[config.mk]
export PLATFORM = sky130hd
export DESIGN_NAME = decode
export DESIGN_NICKNAME = d
export VERILOG_FILES = /design/src/rtl/rv32i_pkg.sv /design/src/rtl/imm_gen.sv /design/src/rtl/decode.sv
export SDC_FILE = /design/constraint.sdc
export NUM_CORES = 1
export LEC_CHECK = 0
export BUFFER_PORTS_ARGS = -buffer_cell sky130_fd_sc_hd__buf_2
export CAP_MARGIN = 20
export CORE_ASPECT_RATIO = 1.75
export CORE_MARGIN = 2
export CORE_UTILIZATION = 48
export CTS_BUF_LIST = sky130_fd_sc_hd__clkbuf_2 sky130_fd_sc_hd__clkbuf_4 sky130_fd_sc_hd__clkbuf_8
export CTS_CLUSTER_SIZE = 20
export DETAILED_ROUTE_END_ITERATION = 8
export PLACE_DENSITY = 0.83
export SKIP_CTS_REPAIR_TIMING = 1
export SYNTH_ARGS = -nofsm -noshare
export SYNTH_HDL_FRONTEND = slang
export SYNTH_SLANG_ARGS = --single-unit
[constraint.sdc]
create_clock -name clk -period 1.95 [get_ports clk]
set_input_delay 0.2925 -clock clk [delete_from_list [all_inputs] [get_ports clk]]
set_output_delay 0.2925 -clock clk [all_outputs]
set_load 0.1 [all_outputs]
[src/rtl/rv32i_pkg.sv]
// Shared RV32I definitions for the decode stage: opcodes, format tags,
// the canonical NOP and the registered field bundle.
package rv32i_pkg;

    localparam logic [6:0] OPC_LOAD   = 7'b0000011;
    localparam logic [6:0] OPC_OPIMM  = 7'b0010011;
    localparam logic [6:0] OPC_STORE  = 7'b0100011;
    localparam logic [6:0] OPC_BRANCH = 7'b1100011;
    localparam logic [6:0] OPC_LUI    = 7'b0110111;
    localparam logic [6:0] OPC_AUIPC  = 7'b0010111;
    localparam logic [6:0] OPC_JAL    = 7'b1101111;
    localparam logic [6:0] OPC_JALR   = 7'b1100111;
    localparam logic [6:0] OPC_OP     = 7'b0110011;
    localparam logic [6:0] OPC_SYSTEM = 7'b1110011;
    localparam logic [6:0] OPC_FENCE  = 7'b0001111;

    localparam logic [31:0] NOP_INSN = 32'h00000013;

    typedef enum logic [2:0] {
        FMT_R,
        FMT_I,
        FMT_S,
        FMT_B,
        FMT_U,
        FMT_J,
        FMT_X
    } fmt_e;

    // Everything the stage registers apart from valid and pc.
    typedef struct packed {
        logic [31:0] insn;
        logic [6:0]  opcode;
        logic [4:0]  rd;
        logic [4:0]  rs1;
        logic [4:0]  rs2;
        logic [2:0]  funct3;
        logic [6:0]  funct7;
        logic [4:0]  shamt;
        logic [31:0] imm;
        logic        illegal;
    } fields_t;

    // Bubble contents: raw insn reads as NOP, every decoded field is zero.
    localparam fields_t FIELDS_BUBBLE = '{
        insn:    NOP_INSN,
        opcode:  7'd0,
        rd:      5'd0,
        rs1:     5'd0,
        rs2:     5'd0,
        funct3:  3'd0,
        funct7:  7'd0,
        shamt:   5'd0,
        imm:     32'd0,
        illegal: 1'b0
    };

endpackage

[src/rtl/imm_gen.sv]
// Combinational format classification and immediate generation for RV32I.
// FENCE is tagged FMT_X (no immediate) even though it is a legal opcode;
// the legality decision is made in decode.
module imm_gen
    import rv32i_pkg::*;
(
    input  logic [31:0] insn_i,
    output logic [31:0] imm_o,
    output fmt_e        fmt_o
);

    // Classify the instruction format from the opcode.
    always_comb begin
        fmt_o = FMT_X;
        case (insn_i[6:0])
            OPC_LOAD, OPC_OPIMM, OPC_JALR, OPC_SYSTEM: fmt_o = FMT_I;
            OPC_STORE:                                 fmt_o = FMT_S;
            OPC_BRANCH:                                fmt_o = FMT_B;
            OPC_LUI, OPC_AUIPC:                        fmt_o = FMT_U;
            OPC_JAL:                                   fmt_o = FMT_J;
            OPC_OP:                                    fmt_o = FMT_R;
            default:                                   fmt_o = FMT_X;
        endcase
    end

    // Assemble the sign-extended immediate for the selected format.
    always_comb begin
        imm_o = 32'd0;
        case (fmt_o)
            FMT_I: imm_o = {{20{insn_i[31]}}, insn_i[31:20]};
            FMT_S: imm_o = {{20{insn_i[31]}}, insn_i[31:25], insn_i[11:7]};
            FMT_B: imm_o = {{19{insn_i[31]}}, insn_i[31], insn_i[7],
                            insn_i[30:25], insn_i[11:8], 1'b0};
            FMT_U: imm_o = {insn_i[31:12], 12'd0};
            FMT_J: imm_o = {{11{insn_i[31]}}, insn_i[31], insn_i[19:12],
                            insn_i[20], insn_i[30:21], 1'b0};
            default: imm_o = 32'd0;
        endcase
    end

endmodule

[src/rtl/decode.sv]
// RV32I decode stage: one register bank behind combinational field
// extraction. Update priority is rst > flush > stall > load.
module decode
    import rv32i_pkg::*;
#(
    parameter int                AWIDTH   = 32,
    parameter int                DWIDTH   = 32,
    parameter logic [AWIDTH-1:0] BASEADDR = 32'h01000000
) (
    input  logic              clk,
    input  logic              rst,
    input  logic [AWIDTH-1:0] pc_i,
    input  logic [DWIDTH-1:0] insn_i,
    input  logic              valid_i,
    input  logic              stall_i,
    input  logic              flush_i,
    output logic              valid_o,
    output logic [AWIDTH-1:0] pc_o,
    output logic [DWIDTH-1:0] insn_o,
    output logic [6:0]        opcode_o,
    output logic [4:0]        rd_o,
    output logic [4:0]        rs1_o,
    output logic [4:0]        rs2_o,
    output logic [2:0]        funct3_o,
    output logic [6:0]        funct7_o,
    output logic [4:0]        shamt_o,
    output logic [31:0]       imm_o,
    output logic              illegal_o
);

    logic [31:0]       imm_dec;
    fmt_e              fmt_dec;
    logic              illegal_dec;
    fields_t           load_fields;

    logic              valid_q, valid_d;
    logic [AWIDTH-1:0] pc_q, pc_d;
    fields_t           fields_q, fields_d;

    imm_gen u_imm_gen (
        .insn_i (insn_i),
        .imm_o  (imm_dec),
        .fmt_o  (fmt_dec)
    );

    // Unknown opcodes, and R-type funct7 values outside ADD/SUB/SRL/SRA rules.
    always_comb begin
        illegal_dec = 1'b0;
        if (fmt_dec == FMT_X && insn_i[6:0] != OPC_FENCE) begin
            illegal_dec = 1'b1;
        end
        if (fmt_dec == FMT_R) begin
            if (!(insn_i[31:25] == 7'b0000000 ||
                  (insn_i[31:25] == 7'b0100000 &&
                   (insn_i[14:12] == 3'b000 || insn_i[14:12] == 3'b101)))) begin
                illegal_dec = 1'b1;
            end
        end
    end

    // Decoded contents for a load; an invalid slot loads the bubble.
    always_comb begin
        load_fields = FIELDS_BUBBLE;
        if (valid_i) begin
            load_fields.insn    = insn_i;
            load_fields.opcode  = insn_i[6:0];
            load_fields.rd      = insn_i[11:7];
            load_fields.rs1     = insn_i[19:15];
            load_fields.rs2     = insn_i[24:20];
            load_fields.funct3  = insn_i[14:12];
            load_fields.funct7  = insn_i[31:25];
            load_fields.shamt   = insn_i[24:20];
            load_fields.imm     = imm_dec;
            load_fields.illegal = illegal_dec;
        end
    end

    // Next-state selection: flush beats stall, stall beats load.
    always_comb begin
        valid_d  = valid_q;
        pc_d     = pc_q;
        fields_d = fields_q;
        if (flush_i) begin
            valid_d  = 1'b0;
            pc_d     = BASEADDR;
            fields_d = FIELDS_BUBBLE;
        end else if (!stall_i) begin
            valid_d  = valid_i;
            pc_d     = pc_i;
            fields_d = load_fields;
        end
    end

    // Output register bank with synchronous reset.
    always_ff @(posedge clk) begin
        if (rst) begin
            valid_q  <= 1'b0;
            pc_q     <= BASEADDR;
            fields_q <= FIELDS_BUBBLE;
        end else begin
            valid_q  <= valid_d;
            pc_q     <= pc_d;
            fields_q <= fields_d;
        end
    end

    assign valid_o   = valid_q;
    assign pc_o      = pc_q;
    assign insn_o    = fields_q.insn;
    assign opcode_o  = fields_q.opcode;
    assign rd_o      = fields_q.rd;
    assign rs1_o     = fields_q.rs1;
    assign rs2_o     = fields_q.rs2;
    assign funct3_o  = fields_q.funct3;
    assign funct7_o  = fields_q.funct7;
    assign shamt_o   = fields_q.shamt;
    assign imm_o     = fields_q.imm;
    assign illegal_o = fields_q.illegal;

endmodule
# Word-level counts from Yosys, hierarchy flattened
# Index checks and enable logic that the tools add are counted.
# W data, S select, Z words.
[op_classes] n_reduce_logical=10 n_mux=6 n_eq_ne=19
[ops] op="$pmux W32 S5" n=1
[ops] op="$mux W102" n=1
[ops] op="$eq A7 B6 Y1 const B" n=4
[ops] op="$eq A7 B7 Y1 const B" n=4
[ops] op="$pmux W3 S6" n=1
[ops] op="$eq A7 B5 Y1 const B" n=2
[ops] op="$eq A3 B3 Y1 const B" n=4
[ops] op="$eq A7 B2 Y1 const B" n=1
[ops] op="$logic_not A7 Y1" n=1
[ops] op="$ne A7 B4 Y1 const B" n=1
[ops] op="$eq A3 B2 Y1 const B" n=2
[ops] op="$logic_not A3 Y1" n=2
[ops] op="$reduce_or A2 Y1" n=2
[ops] op="$reduce_or A4 Y1" n=1
[ops] op="$eq A3 B1 Y1 const B" n=1
[ops] op="$mux W1" n=3
[ops] op="$logic_and A1 B1 Y1" n=2
[ops] op="$logic_or A1 B1 Y1" n=2
[totals] ff_bits=135 elab_cells=47 inputBits=69 out_inout_bits=135

# Depth between registers and ports, before layout
[depth] word_depth=9 depth_mapped=7 mapped_depth_nobuf=5

# By module
# From an unflattened synthesis, not the netlist that was laid out.
[hier_totals] hier_cells=475 hier_area_um2=4401.7
[modules_own_cells] mod="decode" cells_per_inst=382 seq_area_each_um2=2021.9 instances=1 area_each_um2=3792.4
[modules_own_cells] mod="imm_gen" cells_per_inst=93 seq_area_each_um2=0.0 instances=1 area_each_um2=609.3

# Worst setup path before layout
# No wires, ideal clock.
[synth_timing] path_kind="flip-flop to output port" from="reg, netlist name insn_o[20]" to="out rs2_o[0]" setup_slack_ps=266 path_stages_with_launch=2 n_path_buf=1 required_ps=1657 t_arrival_ps=1392 path_cell_list="dfxtp_1 -> buf_4"
[synth_lines] element="to (decl)" line_no="decode.sv:23" rtl="output logic [4:0] rs2_o,"

# Worst setup path after layout
[layout_timing] from="reg fields_q (netlist bit insn_o[20])" to="out insn_o[20]"
[layout_lines] element="from (decl)" line_no="decode.sv:38" rtl="fields_t fields_q, fields_d;"
[layout_lines] element="from (signal assigned)" line_no="decode.sv:103" rtl="fields_q <= fields_d;"
[layout_lines] element="to (decl)" line_no="decode.sv:19" rtl="output logic [DWIDTH-1:0] insn_o,"
# No word-level cell between the ends.

==> impl_results.md <==
- Worst path max stage delay: 0.45 ns
- Total negative slack: 0 ns
- Synth Instances: 461
- CP arrival: 1.21 ns
- Share of layout cells above drive strength 1: 0.396
- I/O Buffers: 203
- Non-Filler Instances: 748
- Ys flop type: dfxtp_1
- Starting density of the core: 0.487
- Async set-reset flop share out of synthesis: 0
- Adder-cell share of the synthesized area: 0
- Net Count, Synth: 530
- CTS sink count: 101
- Max Root-Sink Buffers: 2
- Distinct cell type count after synthesis: 46
- Main combinational cell family by area after synthesis: compound AO/OA/AOI/OAI gates
- # placed instances: 733
- Antenna diode count: 0
- Clk_skew: 0 ns
- Grt met3 use: 0.0487
- Number of global-route vias before repair: 3792
- Drt total wl: 11500 microns
- Final ANT Viol Nets: 0
- CTS Root Buffer Type: clkbuf_8
- Synth warn: 0
- Clock latency on the worst-skew pair: 0.36 ns
- Avg Synthesized Cell Area: 9.11 sq um
- Area fraction of the dominant cell type after synthesis: 0.482
- H-tree levels: 3
- DR vias/cell: 5.26
- Area leader, netlist: dfxtp_1
- Avg WL per Cell: 15.4 microns
- Post-synthesis mux area share: 0.0763
- Dpl ws: 0.0992 ns
- Layout net count: 696
- Slew at the pin closest to its max-slew limit: 0.803 ns
- Number of synthesized register bits: 101
- CP Buf/Inv Count: 1
- Final hold violation count: 0
- Max-cap violations: 0
- RSZ-0062 raised after global routing: no
- Pwr dens: 800 nW/um^2
- # DRC: 0
- Max Slew Vio Count: 0
- GPL Wtd Cong: 0.877
- TritonCTS clock tree: done
- CP startpoint: insn_o[20]$_SDFFE_PP0N_
- GR Util met1: 0.254
- Worst R2R Start: illegal_o$_SDFFE_PP0N_
- Status: completed
- Simple-gate area share of the yosys netlist: 0.148
- Lkg Pwr: 2.57 nW
- Worst min-delay path class: in2reg
- Met2 Usage GRT: 0.431
- F_max: 0.664 GHz
- Worst relative slew slack: 0.464
- Maximum fanout along the worst path: 4
- Die Height: 128 microns
- Setup ws final: 0.443 ns
- Die area: 9540 sq um
- Seq/Total Area, Yosys: 0.482
- Type of origin of the critical path: register
- 1st-iter DRT viols: 296
- Critical path endpoint category: primary output
- Synth Area in Compound Gates: 0.190
- Vias: 3938
- Gr busiest metal: met2
- Max VDD drop: 0.000588 V
- Cell Area, Synth: 4200 sq um
- Hold Path Origin: pc_i[24]
- Family with the most delay on the worst path: buffers and inverters
- Largest cells by area after synthesis: dfxtp_1 (48%), mux2i_1 (7.6%), buf_4 (6.6%), nor2_1 (6.5%), a22oi_1 (6.4%)
- Xor/xnor share of the synthesized area: 0.00626
- Crit path cell chain: buf_2
- Initial antenna violation count: 0
- Crit path required time: 1.66 ns
- Setup CP Type: reg2out
- Fill count: 788
- Total core area: 8610 sq um
- # rows: 45
- Tmin final: 1.51 ns
- Worst-path clk slew: 0.09 ns
- EDFF count, synth: 0
- TritonCTS Buffers: 9
- Setup slack, reg-to-reg: 0.87 ns
- GRT overflow: 0
- Die W: 74.7 microns
- First-pass GRT wire length: 17800 microns
- I/O pin count: 204
- DP Wirelength: 8670 microns
- Period utilization: 0.773
- Crit-path slowest cell: buf_2
- Largest net degree at the start of global routing: 79
- First-pass DRT Iterations: 4
- Final setup fails: 0
- Total track usage: 0.244
- P&R area growth vs syn: 26.3%
-- power breakdown --
group          switching (mW)  leakage, nW  internal (mW)
combinational           0.610         1.66          0.187
sequential             0.0214        0.818           2.10
clock                   0.716       0.0961          0.605
total                    1.35         2.57           2.89
-- placed cells by master, fill, tap and decap left out, drive strengths merged, types with 2 or more instances in the layout --
master and instances:
o21ai 27, o22ai 5, a22oi 36, nand2 25
a211o 2, a211oi 3, nor2 74, or2 3
nor3b 12, nand3 3, a32oi 3, xnor2 2
clkbuf 10, nor2b 3, nand4 2, nor4 2
a31oi 3, clkinv 2, a32o 2, inv 6
mux2i 32, nand2b 3, a22o 4, buf 221
a21oi 28, or3 4, dfxtp 101
-- sequential cells by signal (all words and copies together) (netlist names) --
register and count:
imm_o 32, opcode_o 3, pc_o 32, valid_o 1, insn_o 32, illegal_o 1
-- through the flow --
step	area [sq um]	hold WS (ns)	utilization	total power, mW
4_1_cts	5300	0.128	0.615	4.27
3_3_place_gp	5110	0.431	0.593	2.96
5_1_grt	5300	0.136	0.615	4.39
3_5_place_dp	5110	0.437	0.593	2.97
2_1_floorplan	4200	0.417	-	2.78
6_report	5300	0.138	0.615	4.24
-- worst paths after layout --
path | depth (start not counted) | end
max reg2reg | 5 | illegal_o$_SDFFE_PP0N_
min | 3 | pc_o[24]$_SDFFE_PP1N_
max | 1 | insn_o[20]
min reg2reg | 2 | imm_o[15]$_SDFFE_PP0N_
-- final cells by class --
class | instances | area [sq um] | area share
clock buffer | 10 | 131 | 0.0248
clock inverter | 5 | 60.1 | 0.0113
inverter | 5 | 18.8 | 0.00354
multi-input combinational | 289 | 1770 | 0.334
sequential | 101 | 2020 | 0.381
tap | 117 | 146 | 0.0276
timing repair buffer | 221 | 1150 | 0.218
-- per-layer routing --
| metal | wire length [microns] | vias to the layer above |
|---|---|---|
| met5 | 0 | - |
| met1 | 4270 | 1822 |
| met3 | 631 | 44 |
| met4 | 555 | 0 |
| li1 | - | 1913 |
| met2 | 6050 | 159 |
-- cells in the mapped netlist, drive strengths merged, types with 4 or more instances --
cell    count
a21oi      28
a22o        4
a22oi      36
buf        45
clkbuf     21
dfxtp     101
inv         5
mux2i      32
nand2      25
nor2       74
nor3b      12
o21ai      27
o22ai       5
or3         4
-- kinds of logic (layout without fill, tap and decap cells) --
family,count (synthesis),count (layout)
buffers and inverters,71,241
AND/OR/NAND/NOR,135,135
AO/OA/AOI/OAI,119,119
multiplexers,32,32
XOR/XNOR,3,3
flip-flops,101,101
Note: power is estimated with default switching activity, not from simulation.
